<file path="config.mk">
export PLATFORM = sky130hd
export DESIGN_NAME = i2c_target_regs_flat
export DESIGN_NICKNAME = d
export VERILOG_FILES = /design/src/rtl/i2c_target_regs_if.sv /design/src/rtl/i2c_target_regs.sv /design/src/flat_wrapper.sv
export SDC_FILE = /design/constraint.sdc
export NUM_CORES = 1
export LEC_CHECK = 0
export ABC_AREA = 1
export CELL_PAD_IN_SITES_DETAIL_PLACEMENT = 1
export CELL_PAD_IN_SITES_GLOBAL_PLACEMENT = 1
export CORE_MARGIN = 4
export CORE_UTILIZATION = 47
export DETAILED_ROUTE_END_ITERATION = 6
export GPL_ROUTABILITY_DRIVEN = 0
export HOLD_SLACK_MARGIN = 0.05
export PLACE_DENSITY = 0.8
export SETUP_SLACK_MARGIN = 0.4
export SYNTH_ARGS = -nofsm -noshare
export SYNTH_HDL_FRONTEND = slang
export SYNTH_SLANG_ARGS = --single-unit
</file>
<file path="constraint.sdc">
create_clock -name clock -period 3.31 [get_ports clock]
set_input_delay 0.993 -clock clock [delete_from_list [all_inputs] [get_ports clock]]
set_output_delay 0.993 -clock clock [all_outputs]
set_load 0.01 [all_outputs]
</file>
<file path="src/rtl/i2c_target_regs_if.sv">
// i2c_target_regs_if: open-drain I2C pin bundle between the initiator side and the target
interface i2c_target_regs_if;
  logic scl_in;
  logic sda_in;
  logic sda_t;
  modport master (output scl_in, output sda_in, input sda_t);
  modport slave (input scl_in, input sda_in, output sda_t);
endinterface

</file>
<file path="src/rtl/i2c_target_regs.sv">
// i2c_target_regs: I2C target with address match, ACK generation and auto-incrementing byte register bank
module i2c_target_regs #(
  parameter logic [6:0] TARGET_ADDR = 7'h42,
  parameter int NREGS = 4,
  parameter logic [7:0] RESET_VAL0 = 8'h00,
  localparam int PW = $clog2(NREGS)
) (
  input  logic clock,
  input  logic reset,
  i2c_target_regs_if.slave bus,
  output logic [7:0] reg0,
  output logic wr_strobe,
  output logic [PW-1:0] wr_index,
  output logic busy
);
  typedef enum logic [3:0] {IDLE, ADDR, ADDR_ACK, PTR, PTR_ACK, WDATA, WDATA_ACK, RDATA, RDATA_ACK, IDLE_WAIT} state_t;
  function automatic logic maj(input logic [2:0] v);
    return (v[0] & v[1]) | (v[0] & v[2]) | (v[1] & v[2]);
  endfunction
  state_t state_q, state_d;
  logic [3:0] scl_pipe_q, scl_pipe_d, sda_pipe_q, sda_pipe_d;
  logic scl_f_q, scl_f_d, sda_f_q, sda_f_d, scl_p_q, sda_p_q;
  logic [2:0] cnt_q, cnt_d;
  logic [7:0] sh_q, sh_d;
  logic [PW-1:0] ptr_q, ptr_d, ptr_inc, wr_index_q, wr_index_d;
  logic ph_q, ph_d, rw_q, rw_d, sda_t_q, sda_t_d, busy_q, busy_d, wr_strobe_q, wr_strobe_d;
  logic [7:0] bank_q [NREGS];
  logic [7:0] bank_d [NREGS];
  logic scl_rise, scl_fall, start, stop;
  logic [7:0] byte_in;
  assign scl_pipe_d = {scl_pipe_q[2:0], bus.scl_in};
  assign sda_pipe_d = {sda_pipe_q[2:0], bus.sda_in};
  assign scl_f_d = maj(scl_pipe_q[3:1]);
  assign sda_f_d = maj(sda_pipe_q[3:1]);
  assign scl_rise = scl_f_q & ~scl_p_q;
  assign scl_fall = ~scl_f_q & scl_p_q;
  assign start = scl_f_q & scl_p_q & sda_p_q & ~sda_f_q;
  assign stop = scl_f_q & scl_p_q & ~sda_p_q & sda_f_q;
  assign byte_in = {sh_q[6:0], sda_f_q};
  assign ptr_inc = (ptr_q == PW'(NREGS - 1)) ? '0 : ptr_q + PW'(1);
  always_comb begin
    state_d = state_q;
    cnt_d = cnt_q;
    sh_d = sh_q;
    ptr_d = ptr_q;
    ph_d = ph_q;
    rw_d = rw_q;
    sda_t_d = sda_t_q;
    busy_d = busy_q;
    wr_strobe_d = 1'b0;
    wr_index_d = wr_index_q;
    bank_d = bank_q;
    if (start) begin
      state_d = ADDR;
      cnt_d = 3'd7;
      busy_d = 1'b1;
      sda_t_d = 1'b1;
      ph_d = 1'b0;
    end else if (stop) begin
      state_d = IDLE;
      busy_d = 1'b0;
      sda_t_d = 1'b1;
    end else if (scl_rise) begin
      sh_d = byte_in;
      cnt_d = cnt_q - 3'd1;
      case (state_q)
        ADDR: if (cnt_q == 3'd0) begin
          state_d = (byte_in[7:1] == TARGET_ADDR) ? ADDR_ACK : IDLE;
          busy_d = byte_in[7:1] == TARGET_ADDR;
          rw_d = byte_in[0];
        end
        PTR: if (cnt_q == 3'd0) begin
          ptr_d = byte_in[PW-1:0];
          state_d = PTR_ACK;
        end
        WDATA: if (cnt_q == 3'd0) begin
          bank_d[ptr_q] = byte_in;
          wr_strobe_d = 1'b1;
          wr_index_d = ptr_q;
          ptr_d = ptr_inc;
          state_d = WDATA_ACK;
        end
        RDATA: if (cnt_q == 3'd0) begin
          ptr_d = ptr_inc;
          state_d = RDATA_ACK;
        end
        ADDR_ACK, PTR_ACK, WDATA_ACK, RDATA_ACK: ph_d = 1'b1;
        default: ;
      endcase
    end else if (scl_fall) begin
      case (state_q)
        ADDR_ACK, PTR_ACK, WDATA_ACK: if (!ph_q) sda_t_d = 1'b0;
        else begin
          ph_d = 1'b0;
          cnt_d = 3'd7;
          state_d = (state_q != ADDR_ACK) ? WDATA : rw_q ? RDATA : PTR;
          sh_d = bank_q[ptr_q];
          sda_t_d = (state_q == ADDR_ACK && rw_q) ? bank_q[ptr_q][7] : 1'b1;
        end
        RDATA: sda_t_d = sh_q[7];
        RDATA_ACK: if (!ph_q) sda_t_d = 1'b1;
        else begin
          ph_d = 1'b0;
          cnt_d = 3'd7;
          state_d = sh_q[0] ? IDLE_WAIT : RDATA;
          sh_d = bank_q[ptr_q];
          sda_t_d = sh_q[0] | bank_q[ptr_q][7];
        end
        default: ;
      endcase
    end
  end
  always_ff @(posedge clock) begin
    if (reset) begin
      state_q <= IDLE;
      scl_pipe_q <= '1;
      sda_pipe_q <= '1;
      scl_f_q <= 1'b1;
      sda_f_q <= 1'b1;
      scl_p_q <= 1'b1;
      sda_p_q <= 1'b1;
      cnt_q <= 3'd7;
      sh_q <= '0;
      ptr_q <= '0;
      ph_q <= 1'b0;
      rw_q <= 1'b0;
      sda_t_q <= 1'b1;
      busy_q <= 1'b0;
      wr_strobe_q <= 1'b0;
      wr_index_q <= '0;
      for (int i = 0; i < NREGS; i++) bank_q[i] <= (i == 0) ? RESET_VAL0 : 8'h00;
    end else begin
      state_q <= state_d;
      scl_pipe_q <= scl_pipe_d;
      sda_pipe_q <= sda_pipe_d;
      scl_f_q <= scl_f_d;
      sda_f_q <= sda_f_d;
      scl_p_q <= scl_f_q;
      sda_p_q <= sda_f_q;
      cnt_q <= cnt_d;
      sh_q <= sh_d;
      ptr_q <= ptr_d;
      ph_q <= ph_d;
      rw_q <= rw_d;
      sda_t_q <= sda_t_d;
      busy_q <= busy_d;
      wr_strobe_q <= wr_strobe_d;
      wr_index_q <= wr_index_d;
      bank_q <= bank_d;
    end
  end
  assign bus.sda_t = sda_t_q;
  assign reg0 = bank_q[0];
  assign wr_strobe = wr_strobe_q;
  assign wr_index = wr_index_q;
  assign busy = busy_q;
endmodule

</file>
<file path="src/flat_wrapper.sv">
// flat-port wrapper written by rule: the top's interface ports become plain ports
module i2c_target_regs_flat 
#(
  parameter logic [6:0] TARGET_ADDR = 7'h42,
  parameter int NREGS = 4,
  parameter logic [7:0] RESET_VAL0 = 8'h00,
  localparam int PW = $clog2(NREGS)
)
  (clock, reset, reg0, wr_strobe, wr_index, busy, bus_scl_in, bus_sda_in, bus_sda_t);
  i2c_target_regs_if bus_i ();
  input  logic clock;
  input  logic reset;
  output logic [7:0] reg0;
  output logic wr_strobe;
  output logic [PW-1:0] wr_index;
  output logic busy;
  input wire logic [$bits(bus_i.scl_in)-1:0] bus_scl_in;
  input wire logic [$bits(bus_i.sda_in)-1:0] bus_sda_in;
  output wire logic [$bits(bus_i.sda_t)-1:0] bus_sda_t;
  assign bus_i.scl_in = bus_scl_in;
  assign bus_i.sda_in = bus_sda_in;
  assign bus_sda_t = bus_i.sda_t;
  i2c_target_regs #(.TARGET_ADDR(TARGET_ADDR), .NREGS(NREGS), .RESET_VAL0(RESET_VAL0)) u_core (.clock(clock), .reset(reset), .bus(bus_i), .reg0(reg0), .wr_strobe(wr_strobe), .wr_index(wr_index), .busy(busy));
endmodule
</file>
==> flow_metrics.py, run 1 <==
metrics = {
    "run_status": {
        "status": "complete, no violations",
    },
    "synth": {
        "synth.top_cells.by_area": "dfxtp_1 (39%), nand2_1 (10%), o21ai_0 (7.7%)",
        "yosysTopAreaCellShare_pct": 39.39,
        "ys_async_sr_fraction_pct": 0,
        "yosysTopAreaCell": "dfxtp_1",
        "netlist_area_um2": 3456,
        "ys_types": 31,
        "syn_nets": 493,
        "syn_inst": 480,
        "synth_edf_count": 0,
        "syn_avg_cell_area_um2": 7.200,
        "ys.flop_type": "dfxtp_1",
        "seq_area_frac_synth_pct": 39.39,
        "yosysWarnings": 0,
        "ys_ff_latch": 68,
    },
    "power": {
        "p_leak_nw": 1.556,
        "power_mw": 1.649,
        "p_per_area_nw_per_um2": 433.2,
        "ir_drop_mv": 0.2477,
    },
    "sta": {
        "grt_setup_unrepaired": "no",
        "worst_slack_ns": 1.015,
        "tightestPinTransition_ns": 0.7893,
        "period_share_pct": 69.35,
        "relSlewSlack_pct": 47.31,
        "fmax_mhz": 435.7,
        "finalSetupTns_ns": 0,
        "hold_viol_final": 0,
        "skew_ns": 0.006672,
        "setup_viol": 0,
        "min_period_ns": 2.295,
        "fin_worst_hold_slack_ns": 0.4158,
        "finalMaxSlewViolations": 0,
    },
    "cts": {
        "postCtsHoldBufs": 0,
        "cts_setup_buffers": 0,
        "cts_resized": 0,
        "cts.clk_slew.worst_paths_ns": 0.08,
        "cts_buffer_depth": 2,
        "htreeDepth": 3,
        "cts_buffers": 9,
        "clock_latency_ns": 0.34,
        "cts-root-buf": "clkbuf_8",
        "clock_sinks": 68,
        "cts_tree": "done",
    },
    "route": {
        "drt_first_pass_iters": 4,
        "ant_nets": 0,
        "drc": 0,
        "vias": 3004,
        "via_per_inst": 5.162,
        "avgRoutedWirePerCell_um": 14.49,
        "routed_wl_mm": 8.435,
        "drtIter0Drc": 175,
    },
    "global_route": {
        "grt_pass1_wl_mm": 15.02,
        "antenna_found_initial": 0,
        "grt_use_total_pct": 21.57,
        "grt_max_degree": 48,
        "grt_pass1_vias": 3110,
        "gr-total-overflow": 0,
    },
    "worst_setup_path": {
        "r2r-start": "u_core.scl_f_q$_SDFF_PP1_",
        "cpPeakStageDelay_ns": 0.59,
        "cp_max_fo": 3,
        "path_cells": "clkdlybuf4s50_1",
        "crit_family": "buffers and inverters",
        "r2r_cells": 7,
        "crit_type": "register to primary output",
        "path_buf_inv": 1,
        "r2r_end": "u_core.sh_q[2]$_SDFFE_PP0P_",
        "required_ns": 2.32,
        "start_kind": "register",
        "r2r_slack_ns": 1.21,
        "cpMaxStageDelayCell": "clkdlybuf4s50_1",
        "end_kind": "primary output",
        "cp.arrival_ns": 1.30,
    },
    "hold_path": {
        "holdPathEnd": "u_core.scl_pipe_q[1]$_SDFF_PP1_",
        "min-delay-start": "u_core.scl_pipe_q[0]$_SDFF_PP1_",
        "min_path_cells": 1,
        "hold_path_class": "register to register",
    },
    "die": {
        "io_pins": 17,
        "die_x_um": 93.75,
        "die_y_um": 93.75,
        "placementRows": 30,
        "core_um2": 6982,
        "start_util_pct": 49.50,
        "die-area_um2": 8789,
    },
    "placed_design": {
        "hpwl_mm": 5.856,
        "dpl_cell_area_um2": 3572,
        "io_buffers": 16,
        "place_ws_ns": 0.7457,
        "dp.cells": 566,
    },
    "cells_and_area": {
        "layout.cells.non_filler": 582,
        "post-route-cell-area_um2": 3807,
        "final_util_pct": 54.53,
        "antenna_cells": 0,
        "layout-drive-gt1-share_pct": 9.053,
        "area_delta_synth_final_pct": 10.17,
        "fin_nets": 494,
    },
    "flow_run": {
        "maxCapViolCount": 0,
    },
}
## worst max path at each step
| stage | start | endpoint | cells after the start |
|---|---|---|---|
| after floorplan | reset | u_core.bank_q[10]$_SDFFE_PP0P_ | 5 |
| after global placement | reset | u_core.reg0[7]$_SDFFE_PP0P_ | 5 |
| after detailed placement | reset | u_core.wr_index[1]$_SDFFE_PP0P_ | 5 |
| after CTS | u_core.reg0[6]$_SDFFE_PP0P_ | reg0[6] | 1 |
| after global routing | reset | u_core.bank_q[17]$_SDFFE_PP0P_ | 5 |
| final | u_core.reg0[6]$_SDFFE_PP0P_ | reg0[6] | 1 |
## power breakdown
part / internal, mW / switching [mW]
clock network: 0.467 / 0.325
registers: 0.821 / 0.00206
logic: 0.0129 / 0.0219
total: 1.30 / 0.349
## per-layer routing
metal	part of all wire, %	global-route usage, %	vias up
met5	0	0	-
met4	1.1	5.535	0
met3	2.3	4.728	9
met2	51	38.20	26
met1	46	26.32	1443
li1	-	-	1526
## flip-flops by register name (all words and copies together) (netlist names)
signal and flops:
u_core.state_q 4, u_core.wr_strobe 1, u_core.busy 1, u_core.ptr_q 2, u_core.sda_pipe_q 4, u_core.ph_q 1
u_core.sh_q 8, u_core.rw_q 1, u_core.cnt_q 3, u_core.scl_p_q 1, u_core.bus.sda_t 1, u_core.reg0 8
u_core.sda_f_q 1, u_core.scl_pipe_q 4, u_core.scl_f_q 1, u_core.sda_p_q 1, u_core.bank_q 24, u_core.wr_index 2
## area by class of cell
cell class / count / area, µm²
multi-input cells: 312 / 1645
inverters: 72 / 270.3
clock buffers: 11 / 151.4
flip-flops and latches: 68 / 1361
well taps: 96 / 120.1
repair buffers: 18 / 175.2
clock inverters: 5 / 83.83
fillers: 950 / 3174
## cells in the mapped netlist, types with 7 or more instances
cell and number:
clkbuf_1 8, nand2_1 92, o211ai_1 9, ha_1 9, o21ai_1 7, a21oi_1 49
o21ai_0 53, nor2_1 42, dfxtp_1 68, buf_4 8, nand3_1 20, or2_2 9
inv_1 70
## logic make-up after synthesis
kind of cell / Yosys count / synth area share (%)
AOI/OAI and AO/OA: 122 / 18.61
DFF: 68 / 39.39
adders and majority gates: 9 / 3.259
buffers and inverters: 100 / 13.00
and+or+nand+nor: 181 / 25.74
## cell usage in the layout, fill, tap and decap left out
cell type,Yosys,layout
clkinvlp_4,0,2
nand4_4,1,1
nor2_2,1,1
a31oi_1,1,1
nor3_1,1,1
nor2b_1,1,1
a21boi_0,1,1
clkbuf_8,0,11
inv_1,70,70
nand2_1,92,92
o21ai_2,1,1
ha_1,9,9
dfxtp_1,68,68
nand2_4,1,1
o21bai_1,1,1
nor2_1,42,42
or2_2,9,9
nand3_2,2,2
clkdlybuf4s50_1,0,16
buf_4,8,2
o211ai_1,9,9
a21oi_1,49,49
inv_2,2,2
nand3_4,6,6
o21ai_0,53,53
o21ai_1,7,7
clkinv_4,0,1
nand4_1,2,2
nor2_4,2,2
nor2_8,1,1
bufinv_16,0,2
nand3_1,20,20
Power figures use the tool's default switching activity.
==> run 2, diff against run 1 <==
Settings changed: CORE_UTILIZATION 47 to 44, PLACE_DENSITY 0.8 to 0.75.
Clock period 3.31 ns to 2.15 ns, I/O delays scaled along.
==> flow_metrics.py, run 2 (same netlist as run 1, synthesis figures left out) <==
metrics = {
    "route": {
        "drc": 0,
        "via_per_inst": 5.188,
        "drt_first_pass_iters": 4,
        "drtIter0Drc": 87,
        "avgRoutedWirePerCell_um": 15.55,
        "ant_nets": 0,
        "vias": 3139,
        "routed_wl_mm": 9.405,
    },
    "worst_setup_path": {
        "cpMostUsedCell": "inv_2",
        "required_ns": 2.39,
        "cp.arrival_ns": 1.97,
        "cpMaxStageDelayCell": "dfxtp_2",
        "crit_type": "register to register",
        "cpPeakStageDelay_ns": 0.33,
        "start_kind": "register",
        "crit_family": "simple AND/OR/NAND/NOR gates",
        "end_kind": "register",
        "cp_max_fo": 8,
        "path_cells": "inv_2 > ha_4 > inv_2 > nor2_4 > nand2_4 > nor2_8 > buf_12 > nand3_4 > o21ai_2 > a21oi_1",
        "path_buf_inv": 3,
    },
    "power": {
        "p_leak_nw": 1.714,
        "swShare_pct": 21.51,
        "ir_drop_mv": 0.2913,
        "power_frac_seq_pct": 48.2,
        "p_sw_mw": 0.5652,
        "internal-power_mw": 2.062,
        "p_comb_share_pct": 2.4,
        "clock_power_share_pct": 49.4,
        "p_per_area_nw_per_um2": 649.4,
    },
    "cells_and_area": {
        "layout-drive-gt1-share_pct": 15.51,
        "largest_reg_flops": 24,
        "fin_nets": 511,
        "largest_register": "u_core.bank_q",
        "final_common_cell": "nand2_1",
        "antenna_cells": 0,
        "area_delta_synth_final_pct": 17.09,
        "final_cell_mix": "nand2_1 (91), inv_1 (67), dfxtp_1 (64), a21oi_1 (49), o21ai_0 (45)",
        "n_fill_cell": 1012,
    },
    "placed_design": {
        "place_ws_ns": 0.2491,
        "io_buffers": 16,
        "hpwl_mm": 6.215,
    },
    "cts": {
        "htreeDepth": 3,
        "cts.clk_slew.worst_paths_ns": 0.08,
        "cts_buffers": 9,
        "clock_sinks": 68,
        "cts_buffer_depth": 2,
        "clock_latency_ns": 0.35,
        "postCtsHoldBufs": 0,
        "cts_tree": "done",
        "cts-root-buf": "clkbuf_8",
    },
    "die": {
        "core_um2": 7687,
        "start_util_pct": 44.95,
        "die_x_um": 96.63,
        "die-area_um2": 9336,
        "io_pins": 17,
        "die_y_um": 96.63,
        "placementRows": 32,
    },
    "sta": {
        "grt_setup_unrepaired": "yes",
        "relSlewSlack_pct": 68.65,
        "skew_ns": 0.005208,
        "setup_viol": 0,
        "hold_viol_final": 0,
        "worst_slack_ns": 0.4188,
        "tightestPinTransition_ns": 0.4680,
        "min_period_ns": 1.731,
        "finalMaxSlewViolations": 0,
        "finalSetupTns_ns": 0,
        "period_share_pct": 80.52,
        "fmax_mhz": 577.6,
    },
    "global_route": {
        "grt_max_degree": 48,
        "antenna_found_initial": 0,
        "gr-total-overflow": 0,
        "grt_pass1_vias": 3133,
        "grt_use_total_pct": 20.09,
        "grt_pass1_wl_mm": 15.29,
    },
    "flow_run": {
        "maxCapViolCount": 0,
    },
    "hold_path": {
        "hold_path_class": "register to register",
    },
    "run_status": {
        "status": "complete, no violations",
    },
}
run 2: cell count changes in the layout (fill, tap and decap cells not counted), moves of 4 or more:
cell             before  now
dfxtp_1              68   64
dfxtp_2               0    4
o21ai_2               1    6
clkdlybuf4s50_1      16    3
o21ai_0              53   45
buf_4                 2   15
dlygate4sd2_1         0   13
run 2: final cells by class:
class                      instances  area (µm²)  share of cell area, %
multi-input combinational        314        1747                  43.17
sequential                        68        1366                  33.77
timing repair buffer              33       296.5                  7.328
inverter                          72       270.3                  6.679
clock buffer                      10       127.6                  3.154
tap                              102       127.6                  3.154
clock inverter                     6       111.4                  2.752
run 2: what timing repair did:
action	in CTS	in global routing
pin swaps	3	6
resized for setup	20	25
setup endpoints to repair	48	41
cloned	2	0
buffers inserted	2	8
run 2: through the flow:
| step | std cells | hold slack [ns] | utilization [%] | cell area, µm² | power (mW) |
|---|---|---|---|---|---|
| after global placement | 577 | 0.3919 | 47.22 | 3630 | 1.354 |
| after global routing | 605 | 0.4424 | 52.64 | 4046 | 2.718 |
| after CTS | 597 | 0.4271 | 50.93 | 3915 | 2.645 |
| after detailed placement | 577 | 0.4045 | 47.22 | 3630 | 1.356 |
| after floorplan | 480 | 0.3895 | - | 3456 | 1.334 |
| final | 605 | 0.4188 | 52.64 | 4046 | 2.628 |
run 2: power by group through the flow:
stage | Combinational, mW | Sequential [mW] | Clock [mW]
after floorplan | 0.0381 | 1.30 | 0
after global placement | 0.0575 | 1.30 | 0
after detailed placement | 0.0594 | 1.30 | 0
after CTS | 0.0598 | 1.27 | 1.32
after global routing | 0.0700 | 1.27 | 1.38
final | 0.0620 | 1.27 | 1.30
run 2: metal layers:
layer | global-route usage [%] | wire length, µm | part of all wire [%]
met2 | 36.52 | 4772 | 51
met5 | 0 | 0 | 0
met4 | 5.940 | 154 | 1.6
met1 | 23.53 | 4168 | 44
met3 | 4.326 | 310 | 3.3
run 2: final timing paths:
kind | start | end | slack, ns | depth (start not counted)
setup / recovery | u_core.cnt_q[1]$_SDFFE_PP1P_ | u_core.bank_q[3]$_SDFFE_PP0P_ | 0.42 | 10
hold / removal | u_core.scl_pipe_q[0]$_SDFF_PP1_ | u_core.scl_pipe_q[1]$_SDFF_PP1_ | 0.42 | 1
setup reg to reg | u_core.cnt_q[1]$_SDFFE_PP1P_ | u_core.bank_q[3]$_SDFFE_PP0P_ | 0.42 | 10
hold reg to reg | u_core.scl_pipe_q[0]$_SDFF_PP1_ | u_core.scl_pipe_q[1]$_SDFF_PP1_ | 0.42 | 1
run 2: worst register-to-register path: stages, from the launching register on:
cell and delay, ns:
dfxtp_2 0.33, inv_2 0.08, ha_4 0.13, inv_2 0.04, nor2_4 0.14, nand2_4 0.09, nor2_8 0.24, buf_12 0.15
nand3_4 0.16, o21ai_2 0.20, a21oi_1 0.06
